File: src/rtl/bp_me_lite_to_burst_pkg.sv
// Shared types for the Lite-to-Burst converter: a compact BedRock-style header
// and the beat-count helper used to size the data burst.
package bp_me_lite_to_burst_pkg;

  localparam int paddr_width_gp   = 40;
  localparam int payload_width_gp = 24;

  typedef enum logic [3:0] {
    e_mem_rd    = 4'd0,
    e_mem_wr    = 4'd1,
    e_mem_uc_rd = 4'd2,
    e_mem_uc_wr = 4'd3,
    e_mem_amo   = 4'd4
  } msg_type_e;

  // size encodes log2(bytes) of the transfer
  typedef enum logic [2:0] {
    e_size_1   = 3'd0,
    e_size_2   = 3'd1,
    e_size_4   = 3'd2,
    e_size_8   = 3'd3,
    e_size_16  = 3'd4,
    e_size_32  = 3'd5,
    e_size_64  = 3'd6,
    e_size_128 = 3'd7
  } size_e;

  typedef struct packed {
    logic [payload_width_gp-1:0] payload;
    logic [2:0]                  size;
    logic [paddr_width_gp-1:0]   addr;
    logic [3:0]                  subop;
    logic [3:0]                  msg_type;
  } header_s;

  localparam int header_width_gp = $bits(header_s);

  // Sub-beat messages still need one beat; oversize requests are capped to the buffer.
  function automatic int unsigned burst_beats(input logic [2:0] size,
                                              input int unsigned out_bytes,
                                              input int unsigned max_beats);
    int unsigned n;
    n = (32'd1 << size) / out_bytes;
    if (n == 0) n = 1;
    if (n > max_beats) n = max_beats;
    return n;
  endfunction

endpackage

File: src/rtl/bp_me_lite_to_burst_piso.sv
// Parallel-in serial-out buffer with a per-load beat count: holds one wide
// word and hands it out low slice first.
module bp_me_lite_to_burst_piso
  import bp_me_lite_to_burst_pkg::*;
#(
  parameter int width_p = 64,
  parameter int els_p   = 8,
  localparam int idx_width_lp = (els_p <= 1) ? 1 : $clog2(els_p),
  localparam int cnt_width_lp = $clog2(els_p + 1)
) (
  input  logic                       clk_i,
  input  logic                       reset_i,
  input  logic                       load_i,
  input  logic [width_p*els_p-1:0]   data_i,
  input  logic [cnt_width_lp-1:0]    len_i,
  output logic [width_p-1:0]         data_o,
  output logic                       v_o,
  input  logic                       yumi_i,
  output logic                       drained_o
);

  logic [els_p-1:0][width_p-1:0] data_q;
  logic [idx_width_lp-1:0]       idx_q, idx_d;
  logic [cnt_width_lp-1:0]       beats_left_q, beats_left_d;

  always_comb begin
    idx_d        = idx_q;
    beats_left_d = beats_left_q;
    if (load_i) begin
      idx_d        = '0;
      beats_left_d = len_i;
    end else if (yumi_i & v_o) begin
      idx_d        = idx_q + idx_width_lp'(1);
      beats_left_d = beats_left_q - cnt_width_lp'(1);
    end
  end

  always_ff @(posedge clk_i or posedge reset_i) begin
    if (reset_i) begin
      idx_q        <= '0;
      beats_left_q <= '0;
    end else begin
      idx_q        <= idx_d;
      beats_left_q <= beats_left_d;
    end
  end

  always_ff @(posedge clk_i) begin
    if (load_i) data_q <= data_i;
  end

  assign data_o    = data_q[idx_q];
  assign v_o       = (beats_left_q != '0);
  // True when no beat will remain after this cycle's handshake.
  assign drained_o = (beats_left_q == '0)
                   | ((beats_left_q == cnt_width_lp'(1)) & yumi_i);

endmodule

File: src/rtl/bp_me_lite_to_burst.sv
// Lite-to-Burst converter: accepts one header+wide-data message and emits the
// header and the narrow data beats on independent valid/ready channels.
module bp_me_lite_to_burst
  import bp_me_lite_to_burst_pkg::*;
#(
  parameter int          in_data_width_p  = 512,
  parameter int          out_data_width_p = 64,
  parameter int          payload_width_p  = payload_width_gp,
  parameter logic [15:0] payload_mask_p   = '0,
  localparam int in_msg_width_lp         = header_width_gp + in_data_width_p,
  localparam int out_msg_header_width_lp = header_width_gp
) (
  input  logic                               clk_i,
  input  logic                               reset_i,
  input  logic [in_msg_width_lp-1:0]         in_msg_i,
  input  logic                               in_msg_v_i,
  output logic                               in_msg_ready_and_o,
  output logic [out_msg_header_width_lp-1:0] out_msg_header_o,
  output logic                               out_msg_header_v_o,
  input  logic                               out_msg_header_ready_and_i,
  output logic [out_data_width_p-1:0]        out_msg_data_o,
  output logic                               out_msg_data_v_o,
  input  logic                               out_msg_data_ready_and_i,
  output logic [0:0]                         state_o
);

  // Handshakes on every channel: a transfer happens in a cycle where valid and
  // ready are both high; valid and its payload stay put until that cycle.

  localparam int burst_words_lp    = in_data_width_p / out_data_width_p;
  localparam int cnt_width_lp      = $clog2(burst_words_lp + 1);
  localparam int out_data_bytes_lp = out_data_width_p / 8;

  localparam logic [0:0] e_ready = 1'b0;
  localparam logic [0:0] e_busy  = 1'b1;

  if (in_data_width_p <= out_data_width_p) begin : g_bad_ratio
    $error("in_data_width_p must exceed out_data_width_p");
  end
  if (in_data_width_p % out_data_width_p != 0) begin : g_bad_multiple
    $error("in_data_width_p must be a multiple of out_data_width_p");
  end
  if (payload_width_p != payload_width_gp) begin : g_bad_payload
    $error("payload_width_p must match the package header payload width");
  end

  header_s                    in_header;
  logic [in_data_width_p-1:0] in_data;
  header_s                    header_q;
  logic [0:0]                 state_q, state_d;
  logic                       hdr_pending_q, hdr_pending_d;
  logic                       accept;
  logic                       has_data;
  logic [cnt_width_lp-1:0]    num_beats;
  logic                       data_yumi;
  logic                       data_drained;

  // Header occupies the low bits of the Lite message, data the high bits.
  assign in_header = in_msg_i[header_width_gp-1:0];
  assign in_data   = in_msg_i[in_msg_width_lp-1:header_width_gp];

  assign in_msg_ready_and_o = (state_q == e_ready) & ~reset_i;
  assign accept             = in_msg_v_i & in_msg_ready_and_o;

  assign has_data  = payload_mask_p[in_header.msg_type];
  assign num_beats = has_data
    ? cnt_width_lp'(burst_beats(in_header.size, out_data_bytes_lp, burst_words_lp))
    : '0;

  always_comb begin
    state_d       = state_q;
    hdr_pending_d = hdr_pending_q;
    if (hdr_pending_q & out_msg_header_ready_and_i) hdr_pending_d = 1'b0;
    case (state_q)
      e_ready: begin
        if (accept) begin
          state_d       = e_busy;
          hdr_pending_d = 1'b1;
        end
      end
      e_busy: begin
        if (!hdr_pending_d && data_drained) state_d = e_ready;
      end
      default: state_d = e_ready;
    endcase
  end

  always_ff @(posedge clk_i or posedge reset_i) begin
    if (reset_i) begin
      state_q       <= e_ready;
      hdr_pending_q <= 1'b0;
    end else begin
      state_q       <= state_d;
      hdr_pending_q <= hdr_pending_d;
    end
  end

  always_ff @(posedge clk_i) begin
    if (accept) header_q <= in_header;
  end

  assign out_msg_header_o   = header_q;
  assign out_msg_header_v_o = hdr_pending_q;
  assign data_yumi          = out_msg_data_v_o & out_msg_data_ready_and_i;
  assign state_o            = state_q;

  bp_me_lite_to_burst_piso #(
    .width_p (out_data_width_p),
    .els_p   (burst_words_lp)
  ) u_piso (
    .clk_i     (clk_i),
    .reset_i   (reset_i),
    .load_i    (accept),
    .data_i    (in_data),
    .len_i     (num_beats),
    .data_o    (out_msg_data_o),
    .v_o       (out_msg_data_v_o),
    .yumi_i    (data_yumi),
    .drained_o (data_drained)
  );

endmodule

File: config.mk
export PLATFORM = sky130hd
export DESIGN_NAME = bp_me_lite_to_burst
export DESIGN_NICKNAME = d
export VERILOG_FILES = /design/src/rtl/bp_me_lite_to_burst_pkg.sv /design/src/rtl/bp_me_lite_to_burst_piso.sv /design/src/rtl/bp_me_lite_to_burst.sv
export SDC_FILE = /design/constraint.sdc
export NUM_CORES = 1
export LEC_CHECK = 0
export CAP_MARGIN = 20
export CELL_PAD_IN_SITES_DETAIL_PLACEMENT = 0
export CELL_PAD_IN_SITES_GLOBAL_PLACEMENT = 1
export CORE_AREA = 2 2 287 289
export CTS_CLUSTER_SIZE = 40
export DETAILED_ROUTE_END_ITERATION = 10
export DIE_AREA = 0 0 289 291
export PLACE_DENSITY = 0.58
export SYNTH_ARGS = -nofsm -noshare
export SYNTH_HDL_FRONTEND = slang
export SYNTH_SLANG_ARGS = --single-unit
File: constraint.sdc
create_clock -name clk_i -period 18 [get_ports clk_i]
set_input_delay 3.6 -clock clk_i [delete_from_list [all_inputs] [get_ports clk_i]]
set_output_delay 3.6 -clock clk_i [all_outputs]
set_load 0.02 [all_outputs]
-- After elaboration in Yosys (flattened, before gate mapping)
Memory sizes are Yosys's and may differ from the RTL's.
Cells that the tools add are included.
- add/sub/neg operators: 2
- magnitude comparators: 3
- equality and inequality tests: 1
- shift-type cells: 1
- muxes and demuxes: 16
- bitwise gates (word level): 9
- reductions and logical operators: 6
- operator list (cell ; count):
    $bmux 64 s3 ; 1
    $mux 64 ; 1
    $logic_not 32->1 ; 1
    $shl 1x3->32 const A ; 1
    $gt 29x4->1 const B ; 1
    $mux 29 ; 1
    $mux 4 ; 4
    $and 1x1->1 ; 6
    $mux 1 ; 6
    $mux 3 ; 2
    $lt 4x5->1 const B ; 1
    $eq 4x1->1 const B ; 1
    $logic_not 4->1 ; 1
    $lt 3x4->1 const B ; 1
    $reduce_bool 4->1 ; 1
    $sub 4x1->4 const B ; 1
    $add 3x1->3 const B ; 1
    $not 1->1 ; 2
    $pmux 1 s2 ; 1
    $reduce_bool 2->1 ; 1
    $logic_and 1x1->1 ; 1
    $logic_not 1->1 ; 1
    $or 1x1->1 ; 1
- register bits after elaboration: 596
- memory bits (read-only): 16
- bits of input ports: 592
- memories kept: 1
- memories (memory ; depth ; bits a word ; rd ports ; clocked after memory_dff ; write ports ; line ; RTL):
    (no name shown) ; 16 ; 1 ; 1 ; 0 ; 0 ; bp_me_lite_to_burst.sv:65 ; assign has_data = payload_mask_p[in_header.msg_type];

-- Depth between registers and ports, before layout
- depth in word-level cells: 7
- gate-level depth with buffers: 6
- gate-level depth less buffers: 6

-- Modules after synthesis
A second synthesis with hierarchy kept.
- cell total of the unflattened synthesis: 876
- area, all modules: 21983.6 um^2
- by module, submodules not included (module ; instances ; cells an instance ; area an instance (um^2)):
    bp_me_lite_to_burst_piso ; 1 ; 789 ; 19618.8
    bp_me_lite_to_burst ; 1 ; 87 ; 2364.8

-- Worst setup path after synthesis
No wires, ideal clock.
- path kind: input to register
- start point: input reset_i
- end point: register header_q (netlist bit out_msg_header_o[0]) (enable)
- data arrival time: 14501 ps
- setup slack: -1170 ps
- cell stages on the path: 3
- path through: nor2_1 > nand2_1 > clkinv_1
- word-level cells in the longest chain between the ends: 3
- RTL lines (what ; line ; RTL):
    start: declaration ; bp_me_lite_to_burst.sv:14 ; input logic reset_i,
    $not 1->1 ; bp_me_lite_to_burst.sv:62 ; assign in_msg_ready_and_o = (state_q == e_ready) & ~reset_i;
    $and 1x1->1 ; bp_me_lite_to_burst.sv:62 ;
    $and 1x1->1 ; bp_me_lite_to_burst.sv:63 ; assign accept = in_msg_v_i & in_msg_ready_and_o;
    named net accept ; bp_me_lite_to_burst.sv:52 ; logic accept;
    end signal: assignment ; bp_me_lite_to_burst.sv:99 ; if (accept) header_q <= in_header;
    end: declaration ; bp_me_lite_to_burst.sv:49 ; header_s header_q;
The timed path passes the listed nets, and every way through them passes these cells.
A chain may end at the register's enable or synchronous reset.

-- Worst setup path in the final report
- start point: input reset_i
- end point: output in_msg_ready_and_o
- word-level cells in the longest chain between the ends: 2
- RTL lines (what ; line ; RTL):
    $not 1->1 ; bp_me_lite_to_burst.sv:62 ;
    $and 1x1->1 ; bp_me_lite_to_burst.sv:62 ;
    end: declaration ; bp_me_lite_to_burst.sv:17 ; output logic in_msg_ready_and_o,
Every way passes these cells.

==> impl_metrics.csv <==
group,metric,value,unit
outcome,run_status,"complete, no violations",
synthesis,yosys-top-cells-count,"587 x sky130_fd_sc_hd__edfxtp_1, 128 x sky130_fd_sc_hd__mux4_2, 64 x sky130_fd_sc_hd__mux2_2",
placed_design,place_congestion,0.7980,
pwr,leakage,10.72,nW
synthesis,synth_cells,865,
pwr,pwr-share-seq,40.6,%
synthesis,synth_top_cell_area_share,80.38,%
grt,grt_pass1_vias,13000,
sta,finalSetupViolations,0,
route,topRoutingLayerUsed,"met5",
synthesis,yosys_warning_count,0,
worst_hold_path,hold_path_depth,1,
floorplanning,core_area,81190,um2
worst_setup_path,required,14.40,ns
pwr,power_switching,1.176,mW
clock_tree,clock_latency,0.61,ns
synthesis,ys_seq_elements,596,
synthesis,synth.lib_cells_used.distinct,25,
route,routed-via-count,11790,
synthesis,synth_top_flop_cell,"sky130_fd_sc_hd__edfxtp_1",
grt,antenna_violations_before_repair,13,
run,max_cap_violations,0,
worst_setup_path,worst-path-buf-inv,2,
final_layout,area.growth.synth_to_final,50.39,%
clock_tree,tritoncts,"done",
sta,slew_viol_final,0,
placed_design,pre_cts_ws,9.442,ns
clock_tree,post_cts_hold_buffer_count,0,
sta,postLayoutSetupSlackWorst,9.483,ns
floorplanning,die_area,84100,um2
worst_setup_path,path_delay_family,"buffers and inverters",
synthesis,yosys-top-cells-area,"sky130_fd_sc_hd__edfxtp_1 80%, sky130_fd_sc_hd__mux4_2 13%, sky130_fd_sc_hd__mux2_2 3.3%",
grt,grt_pass1_wl,90.30,mm
synthesis,syn-cell-area,21930,um2
synthesis,synth-edff-count,587,
pwr,power-per-cell-area,133.1,nW/um2
clock_tree,htreeDepth,3,
pwr,power.ir.vdd_worst,0.07106,mV
clock_tree,cts_repair_resize_count,0,
synthesis,syn-mean-instance-area,25.35,um2
placed_design,dp_cells,2643,
sta,clock_period_minus_final_worst_setup_slack,8.517,ns
sta,grt_setup_unrepaired,"false",
sta,timing.hold.ws,0.5861,ns
synthesis,yosys.area.top_type,"sky130_fd_sc_hd__edfxtp_1",
sta,setup_clock_skew_after_layout,0.01620,ns
sta,final-hold-violation-count,0,
final_layout,fillers,7317,
worst_hold_path,min_path_type,"flip-flop to flip-flop",
sta,setup_tns,0,ns
sta,max_slew.worst_pin.slew,1.210,ns
clock_tree,cts.sink_count,596,
worst_setup_path,crit_arrival,4.92,ns
grt,groute.usage.overall,15.08,%
route,drt_iter0_markers,575,
synthesis,sequential_share_of_the_synthesized_area,81.41,%
pwr,swShare,26.78,%
route,route.layer.met1.wl,23.24,mm
floorplanning,initial_util,27.01,%
worst_setup_path,critical_path.most_common_cell,"sky130_fd_sc_hd__clkdlybuf4s50_1",
worst_setup_path,rr_worst_depth,5,
clock_tree,clkTransAtPathRegs,0.05,ns
final_layout,final_cells,2781,
final_layout,sequential_cell_area,17860,um2
route,finalWirelength,64.72,mm
route,route.detailed.drc,0,
placed_design,port-buffer-count,734,
final_layout,finalCoreUtilization,40.62,%
placed_design,post-dp-hpwl,46.70,mm
floorplanning,floorplan.rows,105,
worst_setup_path,crit_path_end_kind,"primary output",
synthesis,async_flop_share,1.510,%
worst_setup_path,worstSetupPathDepth,3,
worst_setup_path,critical_path.slowest_cell,"sky130_fd_sc_hd__clkdlybuf4s50_1",
pwr,p_clk_share,33.9,%
final_layout,finish.net_count,2244,
sta,max-slew-margin-rel,19.35,%
worst_setup_path,timing.critical_path.slowest_cell_delay,0.66,ns
route,drt.antenna.violating_nets,0,
clock_tree,post_cts_buffers,0,
worst_setup_path,setup.worst_path.class,"primary input to primary output",
floorplanning,ios,735,
sta,timing.final.crit_share,47.32,%
route,detail_route.wl_per_cell,23.27,um
clock_tree,clock_buffers_created_by_tritoncts,72,
route,wl_met3,5.476,mm
sta,highest_achievable_clock_rate,117.4,MHz
floorplanning,die-height,291,um
floorplanning,die_x,289,um
grt,grt_start_max_net_pins,238,
synthesis,synthesis.nets,1461,
worst_setup_path,startpoint_type_of_the_worst_setup_path,"primary input",
route,drt_pass1_iterations,5,
clock_tree,clock-root-buffer,"sky130_fd_sc_hd__clkbuf_16",
pwr,p_int,3.215,mW
route,vias_per_cell,4.240,
synthesis,synth.most_common_cell,"sky130_fd_sc_hd__edfxtp_1",
route,detailroute.wirelength.met2,34.75,mm
worst_setup_path,crit_fanout,2,
final_layout,drive_above_1_share,18.71,%
worst_setup_path,crit_path_cell_trace,"clkdlybuf4s50_1 -> nor2_1 -> clkdlybuf4s50_1",
pwr,combPwrFrac,25.5,%
clock_tree,cts-root-to-sink-buffers,3,
final_layout,multi_input_comb_area,3827,um2
grt,global_route.overflow_total,0,
-- cells in the final DEF, fill, tap and decap left out, types with 2 or more instances in the layout --
| cell | instances |
|---|---|
| sky130_fd_sc_hd__diode_2 | 11 |
| sky130_fd_sc_hd__dfrtp_1 | 6 |
| sky130_fd_sc_hd__a21oi_1 | 7 |
| sky130_fd_sc_hd__inv_6 | 2 |
| sky130_fd_sc_hd__clkdlybuf4s50_1 | 734 |
| sky130_fd_sc_hd__or3_1 | 3 |
| sky130_fd_sc_hd__ha_1 | 4 |
| sky130_fd_sc_hd__buf_4 | 11 |
| sky130_fd_sc_hd__mux2_2 | 64 |
| sky130_fd_sc_hd__clkinvlp_4 | 4 |
| sky130_fd_sc_hd__clkinv_4 | 2 |
| sky130_fd_sc_hd__mux4_2 | 128 |
| sky130_fd_sc_hd__nand2_1 | 5 |
| sky130_fd_sc_hd__bufinv_16 | 11 |
| sky130_fd_sc_hd__inv_16 | 2 |
| sky130_fd_sc_hd__o21ai_0 | 4 |
| sky130_fd_sc_hd__edfxtp_1 | 587 |
| sky130_fd_sc_hd__nand3_1 | 2 |
| sky130_fd_sc_hd__clkbuf_16 | 73 |
| sky130_fd_sc_hd__dfrtp_4 | 3 |
| sky130_fd_sc_hd__clkbuf_1 | 10 |
| sky130_fd_sc_hd__clkinv_2 | 11 |
| sky130_fd_sc_hd__inv_1 | 5 |
| sky130_fd_sc_hd__clkinv_1 | 9 |
-- metal layers --
metal  GRT usage [%]  vias up
met5               0        -
met4           5.255        4
met3           4.859       81
met2           26.82      456
met1           16.81     5964
li1                -     5287
-- power by group through the flow --
stage / clock, mW / sequential [mW] / combinational (mW)
floorplan: 0 / 1.83 / 0.667
global placement: 0 / 1.81 / 1.14
detailed placement: 0 / 1.82 / 1.14
CTS: 1.54 / 1.79 / 1.15
global route: 1.59 / 1.80 / 1.20
finish: 1.49 / 1.78 / 1.12
-- sequential cells by signal (all words and copies together) (netlist names) --
register and cells:
out_msg_header_o 75, u_piso.beats_left_q 4, state_o 1, out_msg_header_v_o 1, u_piso.idx_q 3, u_piso.data_q 512
-- logic make-up after synthesis --
kind of cell	synth area share [%]
muxes	16.43
DFF	81.41
AOI/OAI and AO/OA	0.3709
and+or+nand+nor	0.4223
adders and majority gates	0.2282
buffers and inverters	1.135
-- metrics by stage --
step / power [mW] / area, um2
3_3_place_gp: 2.946 / 30500
2_1_floorplan: 2.497 / 21930
6_report: 4.390 / 32980
4_1_cts: 4.476 / 32920
3_5_place_dp: 2.958 / 30500
5_1_grt: 4.582 / 32970
-- path summary, 6_finish.rpt --
check / slack, ns / endpoint / start
worst max-delay path: 9.48 / in_msg_ready_and_o / reset_i
worst min-delay path: 0.59 / u_piso.beats_left_q[3]$_DFFE_PP0P_ / u_piso.beats_left_q[3]$_DFFE_PP0P_
worst max register to register: 14.29 / u_piso.data_q[36]$_DFFE_PP_ / state_o$_DFF_PP0_
worst min register to register: 0.59 / u_piso.beats_left_q[3]$_DFFE_PP0P_ / u_piso.beats_left_q[3]$_DFFE_PP0P_
max in group asynchronous: 14.30 / u_piso.idx_q[1]$_DFFE_PP0P_ / reset_i
min in group asynchronous: 3.36 / u_piso.beats_left_q[1]$_DFFE_PP0P_ / reset_i
-- final cells by class --
type	instances	share of cell area [%]
Antenna cell	11	0.08347
Timing Repair Buffer	746	22.61
Inverter	6	0.1176
Clock buffer	83	5.653
Tap cell	1070	4.059
Sequential cell	596	54.17
Multi-Input combinational cell	226	11.61
Clock inverter	43	1.703
No activity file was read; power rests on OpenSTA's default activity.
